==> config.mk <==
export PLATFORM = sky130hd
export DESIGN_NAME = fft_stage_sequencer
export DESIGN_NICKNAME = d
export VERILOG_FILES = /design/src/rtl/fft_pkg.sv /design/src/rtl/fft_wr_delay_line.sv /design/src/rtl/fft_stage_sequencer.sv
export SDC_FILE = /design/constraint.sdc
export NUM_CORES = 1
export LEC_CHECK = 0
export BUFFER_PORTS_ARGS = -buffer_cell sky130_fd_sc_hd__clkbuf_2
export CAP_MARGIN = 30
export CORE_ASPECT_RATIO = 1.25
export CORE_UTILIZATION = 40
export CTS_BUF_LIST = sky130_fd_sc_hd__clkbuf_8
export CTS_CLUSTER_DIAMETER = 30
export DETAILED_ROUTE_END_ITERATION = 8
export PLACE_DENSITY_LB_ADDON = 0.05
export SYNTH_ARGS = -nofsm -noshare
export SYNTH_HDL_FRONTEND = slang
export SYNTH_SLANG_ARGS = --single-unit
==> constraint.sdc <==
create_clock -name clk -period 7.9 [get_ports clk]
set_clock_uncertainty 0.1 [all_clocks]
set_input_delay 1.185 -clock clk [delete_from_list [all_inputs] [get_ports clk]]
set_output_delay 1.185 -clock clk [all_outputs]
set_load 0.005 [all_outputs]
==> src/rtl/fft_pkg.sv <==
// Shared constants, FSM state codes, butterfly address types and helpers
// for the radix-2 DIT FFT stage sequencer.
package fft_pkg;

  localparam int unsigned FFT_SIZE     = 512;
  localparam int unsigned LOG2_N       = 9;
  localparam int unsigned AW           = 9;
  localparam int unsigned BF_PER_STAGE = FFT_SIZE / 2;

  localparam logic [2:0] ST_IDLE  = 3'd0;
  localparam logic [2:0] ST_LOAD  = 3'd1;
  localparam logic [2:0] ST_RUN   = 3'd2;
  localparam logic [2:0] ST_DRAIN = 3'd3;
  localparam logic [2:0] ST_DONE  = 3'd4;

  typedef struct packed {
    logic [AW-1:0] a;
    logic [AW-1:0] b;
  } bf_addr_t;

  typedef struct packed {
    logic     valid;
    bf_addr_t addr;
  } wr_pair_t;

  // Butterfly j of stage s: a = g*2h + p, b = a + h, with h = 2^s.
  function automatic bf_addr_t bf_addr(input logic [3:0] s, input logic [7:0] j);
    bf_addr_t      r;
    logic [AW-1:0] jj;
    logic [AW-1:0] h;
    logic [AW-1:0] p;
    logic [AW-1:0] g;
    jj  = AW'(j);
    h   = AW'(1) << s;
    p   = jj & (h - AW'(1));
    g   = jj >> s;
    r.a = (g << (s + 4'd1)) | p;
    r.b = r.a | h;
    return r;
  endfunction

  // Twiddle index p = j mod 2^s.
  function automatic logic [AW-1:0] bf_twiddle(input logic [3:0] s, input logic [7:0] j);
    logic [AW-1:0] h;
    h = AW'(1) << s;
    return AW'(j) & (h - AW'(1));
  endfunction

  function automatic logic [8:0] bitrev9(input logic [8:0] x);
    logic [8:0] r;
    for (int i = 0; i < 9; i++) r[i] = x[8-i];
    return r;
  endfunction

endpackage

==> src/rtl/fft_wr_delay_line.sv <==
// Hold-aware shift register carrying the issued read pair to write-back.
module fft_wr_delay_line
  import fft_pkg::*;
#(
  parameter int unsigned BF_LATENCY = 4
) (
  input  logic     clk,
  input  logic     rst,
  input  logic     en,
  input  wr_pair_t din,
  output wr_pair_t dout
);

  wr_pair_t pipe [BF_LATENCY];

  always_ff @(posedge clk) begin
    if (rst) begin
      for (int i = 0; i < int'(BF_LATENCY); i++) pipe[i] <= '0;
    end else if (en) begin
      pipe[0] <= din;
      for (int i = 1; i < int'(BF_LATENCY); i++) pipe[i] <= pipe[i-1];
    end
  end

  assign dout = pipe[BF_LATENCY-1];

endmodule

==> src/rtl/fft_stage_sequencer.sv <==
// Stage/butterfly sequencer for the in-place 512-point radix-2 DIT FFT.
// Optional bit-reversed load phase enabled by FFT_BITREV_LOAD_EN.
module fft_stage_sequencer
  import fft_pkg::*;
#(
  parameter int unsigned ADDR_WIDTH = 9,
  parameter int unsigned BF_LATENCY = 4
) (
  input  logic                  clk,
  input  logic                  rst,
  input  logic                  start,
  input  logic                  hold,
`ifdef FFT_BITREV_LOAD_EN
  input  logic                  in_valid,
  output logic                  ld_we,
  output logic [ADDR_WIDTH-1:0] ld_addr,
`endif
  output logic                  busy,
  output logic                  done,
  output logic [3:0]            cur_stage,
  output logic                  rd_valid,
  output logic [ADDR_WIDTH-1:0] rd_addr_a,
  output logic [ADDR_WIDTH-1:0] rd_addr_b,
  output logic [3:0]            tw_stage,
  output logic [8:0]            tw_index,
  output logic                  wr_valid,
  output logic [ADDR_WIDTH-1:0] wr_addr_a,
  output logic [ADDR_WIDTH-1:0] wr_addr_b
);

  localparam int unsigned DCNT_W     = (BF_LATENCY > 1) ? $clog2(BF_LATENCY) : 1;
  localparam logic [3:0]  LAST_STAGE = 4'(LOG2_N - 1);
  localparam logic [7:0]  LAST_J     = 8'(BF_PER_STAGE - 1);

  logic [2:0]            state_q, state_d;
  logic [7:0]            j_q, j_d;
  logic [3:0]            s_q, s_d;
  logic [DCNT_W-1:0]     dcnt_q, dcnt_d;
  logic                  busy_d, done_d, rd_valid_d;
  logic [3:0]            cur_stage_d, tw_stage_d;
  logic [8:0]            tw_index_d;
  logic [ADDR_WIDTH-1:0] rd_addr_a_d, rd_addr_b_d;
  logic                  issue;
  logic                  freeze;
  bf_addr_t              bf;
  wr_pair_t              rd_pair, wr_pair;
`ifdef FFT_BITREV_LOAD_EN
  logic [8:0]            ld_cnt_q, ld_cnt_d;
  logic                  ld_we_d;
  logic [ADDR_WIDTH-1:0] ld_addr_d;
`endif

  // hold has no effect in IDLE so a start can always be accepted there
  assign freeze = hold && (state_q != ST_IDLE);

  // Next-state and next-output logic
  always_comb begin
    state_d     = state_q;
    j_d         = j_q;
    s_d         = s_q;
    dcnt_d      = dcnt_q;
    busy_d      = busy;
    done_d      = 1'b0;
    rd_valid_d  = 1'b0;
    cur_stage_d = cur_stage;
    tw_stage_d  = tw_stage;
    tw_index_d  = tw_index;
    rd_addr_a_d = rd_addr_a;
    rd_addr_b_d = rd_addr_b;
    issue       = 1'b0;
    bf          = '0;
`ifdef FFT_BITREV_LOAD_EN
    ld_cnt_d    = ld_cnt_q;
    ld_we_d     = 1'b0;
    ld_addr_d   = ld_addr;
`endif
    case (state_q)
      ST_IDLE: begin
        if (start) begin
          busy_d = 1'b1;
`ifdef FFT_BITREV_LOAD_EN
          state_d  = ST_LOAD;
          ld_cnt_d = 9'd0;
`else
          state_d = ST_RUN;
          s_d     = 4'd0;
          j_d     = 8'd0;
          issue   = 1'b1;
`endif
        end
      end
`ifdef FFT_BITREV_LOAD_EN
      ST_LOAD: begin
        if (in_valid) begin
          ld_we_d   = 1'b1;
          ld_addr_d = ADDR_WIDTH'(bitrev9(ld_cnt_q));
          ld_cnt_d  = ld_cnt_q + 9'd1;
          if (ld_cnt_q == 9'(FFT_SIZE - 1)) begin
            state_d = ST_RUN;
            s_d     = 4'd0;
            j_d     = 8'd0;
            issue   = 1'b1;
          end
        end
      end
`endif
      ST_RUN: begin
        if (j_q == LAST_J) begin
          state_d = ST_DRAIN;
          j_d     = 8'd0;
          dcnt_d  = '0;
        end else begin
          j_d   = j_q + 8'd1;
          issue = 1'b1;
        end
      end
      ST_DRAIN: begin
        if (dcnt_q == DCNT_W'(BF_LATENCY - 1)) begin
          if (s_q == LAST_STAGE) begin
            state_d = ST_DONE;
            done_d  = 1'b1;
            busy_d  = 1'b0;
          end else begin
            state_d = ST_RUN;
            s_d     = s_q + 4'd1;
            j_d     = 8'd0;
            issue   = 1'b1;
          end
        end else begin
          dcnt_d = dcnt_q + DCNT_W'(1);
        end
      end
      ST_DONE: begin
        state_d     = ST_IDLE;
        s_d         = 4'd0;
        cur_stage_d = 4'd0;
        tw_stage_d  = 4'd0;
        tw_index_d  = 9'd0;
        rd_addr_a_d = '0;
        rd_addr_b_d = '0;
      end
      default: state_d = ST_IDLE;
    endcase

    if (issue) begin
      bf          = bf_addr(s_d, j_d);
      rd_valid_d  = 1'b1;
      cur_stage_d = s_d;
      rd_addr_a_d = ADDR_WIDTH'(bf.a);
      rd_addr_b_d = ADDR_WIDTH'(bf.b);
      tw_stage_d  = LAST_STAGE - s_d;
      tw_index_d  = 9'(bf_twiddle(s_d, j_d));
    end
  end

  // State, counters and registered outputs
  always_ff @(posedge clk) begin
    if (rst) begin
      state_q   <= ST_IDLE;
      j_q       <= '0;
      s_q       <= '0;
      dcnt_q    <= '0;
      busy      <= 1'b0;
      done      <= 1'b0;
      rd_valid  <= 1'b0;
      cur_stage <= '0;
      tw_stage  <= '0;
      tw_index  <= '0;
      rd_addr_a <= '0;
      rd_addr_b <= '0;
`ifdef FFT_BITREV_LOAD_EN
      ld_cnt_q  <= '0;
      ld_we     <= 1'b0;
      ld_addr   <= '0;
`endif
    end else if (!freeze) begin
      state_q   <= state_d;
      j_q       <= j_d;
      s_q       <= s_d;
      dcnt_q    <= dcnt_d;
      busy      <= busy_d;
      done      <= done_d;
      rd_valid  <= rd_valid_d;
      cur_stage <= cur_stage_d;
      tw_stage  <= tw_stage_d;
      tw_index  <= tw_index_d;
      rd_addr_a <= rd_addr_a_d;
      rd_addr_b <= rd_addr_b_d;
`ifdef FFT_BITREV_LOAD_EN
      ld_cnt_q  <= ld_cnt_d;
      ld_we     <= ld_we_d;
      ld_addr   <= ld_addr_d;
`endif
    end
  end

  always_comb begin
    rd_pair        = '0;
    rd_pair.valid  = rd_valid;
    rd_pair.addr.a = AW'(rd_addr_a);
    rd_pair.addr.b = AW'(rd_addr_b);
  end

  fft_wr_delay_line #(
    .BF_LATENCY (BF_LATENCY)
  ) u_wr_delay (
    .clk  (clk),
    .rst  (rst),
    .en   (!freeze),
    .din  (rd_pair),
    .dout (wr_pair)
  );

  assign wr_valid  = wr_pair.valid;
  assign wr_addr_a = ADDR_WIDTH'(wr_pair.addr.a);
  assign wr_addr_b = ADDR_WIDTH'(wr_pair.addr.b);

endmodule

* After elaboration in Yosys (flattened, before gate mapping) *
Memories as Yosys holds them, arrays and structs flattened.
Index checks and enable logic that the tools add are counted.

word-level totals
  RAM bits = 76
  output and inout bits = 57
  register bits after elaboration = 55
  memories = 1
  bits in read-only memories = 0
  word-level logic and storage cells = 97
  bits in latches = 0

operators by class
  multiplexer cells = 46
  divide/modulo/power cells = 0
  $mul = 0
  shifts and indexed selects = 3
  bitwise operators = 8
  equality and inequality tests = 11
  order comparisons = 0
  add/sub/neg operators = 6
  reductions and logical operators = 10

memory list
  memory           words  width  rd ports  clocked after memory_dff  wr ports  line                     text
  u_wr_delay.pipe  4      19     4         0                         4         fft_wr_delay_line.sv:14  wr_pair_t pipe [BF_LATENCY];

operators by type and width
  cell                                                  count
  2-to-1 mux 19 bit                                     4
  2-to-1 mux 9 bit                                      4
  2-to-1 mux 8 bit                                      4
  2-to-1 mux 4 bit                                      6
  case mux 8 bit (3 select lines)                       1
  OR 9 bit                                              2
  2-to-1 mux 1 bit                                      16
  2-to-1 mux 3 bit                                      4
  case mux 4 bit (3 select lines)                       1
  != test 2 bit (second input constant)                 5
  bitwise AND 8 x 9 -> 9 bit                            1
  case mux 3 bit (3 select lines)                       1
  left shift 1 x 4 -> 9 bit (first input constant)      1
  left shift 9 x 4 -> 9 bit                             1
  right shift 8 x 4 -> 9 bit                            1
  subtractor 9 x 1 -> 9 bit (second input constant)     1
  adder 4 x 1 -> 4 bit (second input constant)          2
  adder 8 x 1 -> 8 bit (second input constant)          1
  equality test 8 bit (second input constant)           1
  AND reduction 4 bit                                   2
  equality test 3 x 2 -> 1 bit (second input constant)  2
  nonzero test 2 bit                                    3
  AND reduction 5 bit                                   1
  equality test 4 bit (second input constant)           1
  other kinds (14)                                      18

* Longest topological paths before layout *
Gate-level depths: netlist of the first run.

  depth after elaboration = 10
  depth in mapped cells = 17

* Modules after synthesis *
Synthesis of the first run repeated with hierarchy kept, for this count alone.

unflattened totals
  cells, all modules = 598
  area, all modules = 6523.8 um2

modules (own cells, without submodules)
  module               cells an instance  area an instance (um2)  times used
  fft_stage_sequencer  429                3420.8                  1
  fft_wr_delay_line    169                3103.0                  1

* Least setup slack after synthesis of the first run *
Ideal clock, no wire load.

  kind = input to register
  from = input start
  to = register rd_addr_a[6]
  required time = 7665 ps
  arrival time = 4061 ps
  setup time = 135 ps
  slack = 3605 ps
  stages on the path = 14
  path through = nor2_1 > o221a_2 > nor2_2 > buf_2 > buf_2 > ha_1 > ha_1 > nand2_1 > ha_1 > or4b_2 > a311oi_1 > or4_1 > a21boi_0 > o211ai_1

on the way
  cells in the longest elaborated chain, start to end = 7

RTL lines
  item                             line                        text
  start: declaration               fft_stage_sequencer.sv:11   input logic start,
  2-to-1 mux 4 bit                 fft_stage_sequencer.sv:79   if (start) begin
  case mux 4 bit (3 select lines)  fft_stage_sequencer.sv:77   case (state_q)
  left shift 1 x 4 -> 9 bit        fft_pkg.sv:34               h = AW'(1) << s;
  subtractor 9 x 1 -> 9 bit        fft_pkg.sv:35               p = jj & (h - AW'(1));
  bitwise AND 8 x 9 -> 9 bit       fft_pkg.sv:35
  OR 9 bit                         fft_pkg.sv:37               r.a = (g << (s + 4'd1)) | p;
  2-to-1 mux 9 bit                 fft_stage_sequencer.sv:145  if (issue) begin
  end signal: assignment           fft_stage_sequencer.sv:187  rd_addr_a <= rd_addr_a_d;
  end: declaration                 fft_stage_sequencer.sv:22   output logic [ADDR_WIDTH-1:0] rd_addr_a,

Parallel ways exist; a longest one is shown, timed or not.
A chain may end at the register's enable or synchronous reset.

* Final worst setup path of the first run *
  from = register s_q[0]
  to = register rd_addr_a[6]

on the way
  cells in the longest elaborated chain, start to end = 9

RTL lines
  item                                                                line                                                    text
  start: declaration                                                  fft_stage_sequencer.sv:37                               logic [3:0] s_q, s_d;
  start signal: assignment                                            fft_stage_sequencer.sv:161                              s_q <= '0;
  start signal: assignment                                            fft_stage_sequencer.sv:179                              s_q <= s_d;
  adder 4 x 1 -> 4 bit / equality test 4 bit (equally long branches)  fft_stage_sequencer.sv:125, fft_stage_sequencer.sv:119
  2-to-1 mux 4 bit                                                    fft_stage_sequencer.sv:119                              if (s_q == LAST_STAGE) begin
  2-to-1 mux 4 bit                                                    fft_stage_sequencer.sv:118                              if (dcnt_q == DCNT_W'(BF_LATENCY - 1)) begin
  case mux 4 bit (3 select lines)                                     fft_stage_sequencer.sv:77
  left shift 1 x 4 -> 9 bit                                           fft_pkg.sv:34
  subtractor 9 x 1 -> 9 bit                                           fft_pkg.sv:35
  bitwise AND 8 x 9 -> 9 bit                                          fft_pkg.sv:35
  OR 9 bit                                                            fft_pkg.sv:37
  2-to-1 mux 9 bit                                                    fft_stage_sequencer.sv:145

Parallel ways exist; a longest one is shown, timed or not.

==> impl_metrics.ini, run 1 <==
[run_status]
outcome = complete, no violations

[timing]
rsz0062_at_grt = no
tightest_slew_ns = 0.856
hold_ws_ns = 0.365
fmax_mhz = 224
slew-limit-headroom_pct = 42.8
period_share_pct = 56.4
final-max-slew-violation-count = 0
min_period_ns = 4.46
timing.setup.tns_ns = 0
finalSetupViolCount = 0
hold_violations = 0

[global_routing]
grt_use_met3_pct = 4.39
grt_max_degree = 77
antenna_found_initial = 0
use_met2_pct = 37.0
track_usage_pct = 20.4
use_met1_pct = 21.5
grt_pass1_wl_microns = 25100
grt_most_used_layer = met2
grt_pass1_vias = 4599
grt-ovfl-total = 0

[clock_tree]
htreeDepth = 4
clkSlewWorstSetupHoldPaths_ns = 0.08
hold_buffers = 0
cts_resized = 0
root_buffer = clkbuf_8
clk_latency_ns = 0.44
clock_path_buffers = 2
clock_sinks = 129
cts_buffers = 17
tritoncts = yes
postCtsSetupRepairBufs = 0

[layout]
nets = 666
antenna_cells = 0
final_util_pct = 45.5
instances_no_fill = 874
n_fill_cell = 1531
area_growth_pct = 11.0
drive_above_1_share_pct = 19.5
regArea_sq_um = 3340
multi_input_area_sq_um = 2730
fin_area_sq_um = 7120

[worst_setup_path]
crit_top_cell = ha_1
cp.required_ns = 8.10
worstPathCellList = inv_1 -> ha_1 -> and3b_1 -> o221a_2 -> nor2_2 -> buf_4 -> inv_1 -> ha_1 -> nand2_1 -> ha_1 -> or4b_2 -> a311oi_1 -> or4_1 -> a21boi_0 -> o211ai_1
slowest_stage = or4b_2
worstSetupStartpointType = flip-flop
path_class = flip-flop to flip-flop
worstSetupEndpointType = flip-flop
worst_ep_arrival_time_ns = 4.66
slowest_delay_ns = 0.60
critPathMaxFanout = 27

[run]
cap_violations = 0

[power]
leakage_nw = 2.86
power_switching_share_pct = 40.0
share_seq_of_total_power_pct = 42.1
power_density_nw_per_um2 = 355
netSwitchingPower_mw = 1.01
p_comb_share_pct = 37.0
vdd_drop_max_uv = 170
p_clk_share_pct = 20.9
p_int_mw = 1.52

[route]
wl_per_cell_microns = 18.3
firstDrtPassIters = 4
wl_microns = 16000
viasPerCell = 5.43
drt-initial-drc-count = 379
drc = 0
vias = 4743
ant_nets = 0

[yosys]
synth.most_common_cell = and2_1
ys.flop_type = edfxtp_1
syn_nets = 641
ys_warn_count = 0
synth.top_cell.area_share_pct = 35.6
syn-cell-area_sq_um = 6410
synthTopCellsByCount = and2_1, edfxtp_1, dfxtp_1
yosysTopAreaCell = edfxtp_1
ys_ff_latch = 129
yosysUniqueCellTypes = 79
seq_area_frac_synth_pct = 52.1
synth-async-reset-ratio_pct = 0
ys_top_cells_by_area = edfxtp_1, dfxtp_1, and2_1
postSynthCellCount = 624
syn_area_per_cell_sq_um = 10.3
synth_edf_count = 76

[placement]
gp_congestion = 0.853
hpwl_microns = 11300
dpl_cell_area_sq_um = 6740
portBuffers = 59
post-place-cells = 842

[floorplanning]
die_area_sq_um = 16600
num_rows = 51
die_height_microns = 144
start_util_pct = 41.0
core_sq_um = 15600
die-width_microns = 115
io_pins = 61

[worst_hold_path]
hold_path_class = flip-flop to flip-flop
==> per-layer routing <==
layer | share of wire (%) | up-vias
met5 | 0 | -
met4 | 4.5 | 0
met3 | 2.4 | 29
met2 | 54 | 96
met1 | 39 | 2287
li1 | - | 2331
==> critical path: cells and delay by family (launching register included) <==
kind / cells / cell delay [ns]
buf+inv: 3 / 0.71
fa+ha+maj: 3 / 0.88
simple gates: 5 / 1.25
compound gates: 4 / 0.88
flops: 1 / 0.48
==> area by class of cell <==
| class | instances | share of cell area [%] |
|---|---|---|
| tap | 212 | 3.73 |
| inverter | 8 | 0.422 |
| clock buffer | 17 | 3.29 |
| clock inverter | 15 | 2.02 |
| multi-input combinational | 426 | 38.3 |
| timing repair buffer | 67 | 5.27 |
| sequential | 129 | 47.0 |
==> placed cells by master, fill, tap and decap left out, types with 7 or more instances in the layout <==
master,Yosys,layout
a211oi_1,18,18
a21oi_1,36,36
a22oi_1,10,10
a31oi_1,8,8
a32oi_1,8,8
and2_1,81,81
buf_4,20,7
clkbuf_2,0,59
clkbuf_8,0,17
dfxtp_1,53,53
edfxtp_1,76,76
ha_1,13,13
inv_1,7,7
nand2_1,48,48
nand3_1,14,14
nor2_1,48,47
nor3_1,10,10
o21ai_0,15,15
==> state kept, by name, summed over array words and instances (netlist names), 2 cells and up <==
name and flops:
cur_stage 4, dcnt_q 2, j_q 8, rd_addr_a 9, rd_addr_b 9, s_q 4
state_q 3, tw_index 8, tw_stage 3, u_wr_delay.pipe 76
==> cells by family (layout without fill, tap and decap cells) <==
logic type / count (synthesis) / after routing / share of synthesized area, %
other: 1 / 1 / 0.0585
multiplexers: 1 / 1 / 0.156
AO/OA/AOI/OAI: 159 / 159 / 18.2
XOR/XNOR: 4 / 4 / 0.546
AND/OR/NAND/NOR: 248 / 248 / 20.9
adder cells (fa/ha/maj): 13 / 13 / 2.54
flip-flops: 129 / 129 / 52.1
buffers and inverters: 69 / 107 / 5.54
==> power by group through the flow <==
| stage | clock [mW] | sequential [mW] | combinational, mW |
|---|---|---|---|
| detailed placement | 0 | 1.08 | 0.934 |
| global route | 0.575 | 1.09 | 1.03 |
| finish | 0.528 | 1.06 | 0.934 |
| CTS | 0.547 | 1.07 | 0.939 |
| floorplan | 0 | 1.04 | 0.685 |
| global placement | 0 | 1.08 | 0.928 |
==> worst paths after layout <==
check / startpoint / to / slack (ns) / cells after the start
setup reg to reg: s_q[0]$_SDFFE_PP0N_ / rd_addr_a[6]$_SDFFE_PP0P_ / 3.44 / 15
hold reg to reg: tw_index[1]$_SDFFE_PP0P_ / tw_index[1]$_SDFFE_PP0P_ / 0.36 / 2
hold / removal: tw_index[1]$_SDFFE_PP0P_ / tw_index[1]$_SDFFE_PP0P_ / 0.36 / 2
setup / recovery: s_q[0]$_SDFFE_PP0N_ / rd_addr_a[6]$_SDFFE_PP0P_ / 3.44 / 15
==> stage by stage <==
stage	setup slack, ns	power, mW
floorplan	3.60	1.72
CTS	3.46	2.55
finish	3.44	2.52
detailed placement	3.11	2.02
global placement	3.18	2.01
global route	3.14	2.69
Note: power is estimated with default switching activity, not from simulation.
==> run 2, diff against run 1 <==
clock period = 4.25 ns   (was 7.9 ns; I/O delays follow)
==> impl_metrics.ini, run 2 (synthesis gave the netlist of run 1 again) <==
[layout]
top_register = u_wr_delay.pipe
drive_above_1_share_pct = 21.1
n_fill_cell = 1468
top_regs = u_wr_delay.pipe (76), rd_addr_a (9), rd_addr_b (9)
final_util_pct = 46.4
largest_register_ffs = 76
antenna_cells = 0
layout_common_cells = and2_1, edfxtp_1, clkbuf_2
nets = 681
area_growth_pct = 13.0
final_common_cell = and2_1

[power]
power_density_nw_per_um2 = 671
vdd_drop_max_uv = 391
p_clk_share_pct = 22.6
netSwitchingPower_mw = 1.88
share_seq_of_total_power_pct = 40.5
p_comb_share_pct = 37.0
leakage_nw = 2.95
p_int_mw = 2.98
power_switching_share_pct = 38.7

[route]
drc = 0
drt-initial-drc-count = 498
viasPerCell = 5.54
firstDrtPassIters = 5
wl_microns = 15900
vias = 4923
wl_per_cell_microns = 17.8
ant_nets = 0

[worst_setup_path]
worstPathCellList = inv_1 -> ha_1 -> and3b_1 -> o221a_2 -> nor2_2 -> inv_1 -> ha_1 -> nand2_1 -> ha_1 -> or4b_2 -> a311oi_1 -> or4_1 -> a21boi_0 -> o211ai_1
slowest_delay_ns = 0.60
worstReg2RegStart = s_q[0]$_SDFFE_PP0N_
path_class = flip-flop to flip-flop
critPathMaxFanout = 8
crit_top_cell = ha_1
cp-startpoint = s_q[0]$_SDFFE_PP0N_
worstSetupEndpointType = flip-flop
worstSetupStartpointType = flip-flop
cp.required_ns = 4.47
worst_ep_arrival_time_ns = 4.15
slowest_stage = or4b_2

[clock_tree]
postCtsSetupRepairBufs = 0
clkSlewWorstSetupHoldPaths_ns = 0.09
clock_path_buffers = 2
htreeDepth = 4
cts_buffers = 17
hold_buffers = 0
tritoncts = yes
clock_sinks = 129
root_buffer = clkbuf_8
clk_latency_ns = 0.45
cts_resized = 0

[global_routing]
grt-ovfl-total = 0
track_usage_pct = 20.2
grt_max_degree = 77
grt_pass1_vias = 4689
antenna_found_initial = 0
grt_pass1_wl_microns = 24800

[run_status]
outcome = complete, no violations

[timing]
min_period_ns = 3.93
rsz0062_at_grt = no
period_share_pct = 92.4
slew-limit-headroom_pct = 51.6
finalSetupViolCount = 0
fmax_mhz = 255
final-max-slew-violation-count = 0
hold_violations = 0
tightest_slew_ns = 0.722
timing.setup.tns_ns = 0

[floorplanning]
core_sq_um = 15600
die-width_microns = 115
num_rows = 51
die_area_sq_um = 16600
die_height_microns = 144
io_pins = 61
start_util_pct = 41.0

[run]
cap_violations = 0

[placement]
portBuffers = 59
hpwl_microns = 11100
gp_congestion = 0.858

[worst_hold_path]
worstHoldStart = busy$_SDFFE_PP0P_
hold_path_class = flip-flop to flip-flop
[run 2: cell count changes in the layout (fill, tap and decap cells not counted)]
cell / change
buf_12: +1
buf_16: -1
buf_4: +15
bufinv_16: +2
clkinv_1: +1
clkinv_2: +1
clkinv_4: -3
clkinv_8: -1
clkinvlp_4: -2
inv_6: +3
inv_8: -1
[run 2: final timing paths]
kind	to	slack, ns	cells past startpoint
hold / removal	busy$_SDFFE_PP0P_	0.37	2
setup reg to reg	rd_addr_a[6]$_SDFFE_PP0P_	0.32	14
setup / recovery	rd_addr_a[6]$_SDFFE_PP0P_	0.32	14
hold reg to reg	busy$_SDFFE_PP0P_	0.37	2
[run 2: routing by layer]
layer  track usage, %  up-vias  part of all wire [%]
met2             35.7      139                    52
li1                 -     2354                     -
met3             3.75       37                   3.2
met4             13.3        0                   4.1
met5                0        -                     0
met1             22.0     2393                    40
[run 2: power by group through the flow]
stage / Combinational [mW] / Clock (mW) / Sequential, mW
4_1_cts: 1.80 / 1.12 / 1.97
3_3_place_gp: 1.77 / 0 / 1.99
6_report: 1.80 / 1.10 / 1.97
5_1_grt: 1.98 / 1.17 / 2.02
2_1_floorplan: 1.27 / 0 / 1.92
3_5_place_dp: 1.79 / 0 / 2.00
[run 2: final cells by class]
type                            instances  area (sq um)  share of cell area [%]
Tap cell                              212           265                    3.66
Inverter                                8          30.0                   0.414
Clock inverter                         15           170                    2.35
Clock buffer                           17           234                    3.23
Sequential cell                       129          3340                    46.1
Timing Repair Buffer                   82           480                    6.63
Multi-Input combinational cell        426          2730                    37.6
[run 2: worst max-delay path, delay by kind of cell, from the launching register on]
kind,cells,cell delay [ns]
simple gates,5,1.36
compound gates,4,0.89
fa+ha+maj,3,0.77
flops,1,0.47
buf+inv,2,0.20
[run 2: metrics by stage]
| stage | worst slack [ns] | total power [mW] | cells | area (sq um) | hold slack [ns] |
|---|---|---|---|---|---|
| final | 0.323 | 4.86 | 889 | 7250 | 0.366 |
| after global routing | 0.0320 | 5.17 | 889 | 7250 | 0.386 |
| after CTS | 0.371 | 4.89 | 889 | 7250 | 0.356 |
| after detailed placement | 0.434 | 3.79 | 857 | 6850 | 0.355 |
| after global placement | 0.559 | 3.76 | 857 | 6850 | 0.347 |
| after floorplan | 0.355 | 3.20 | 624 | 6410 | 0.349 |
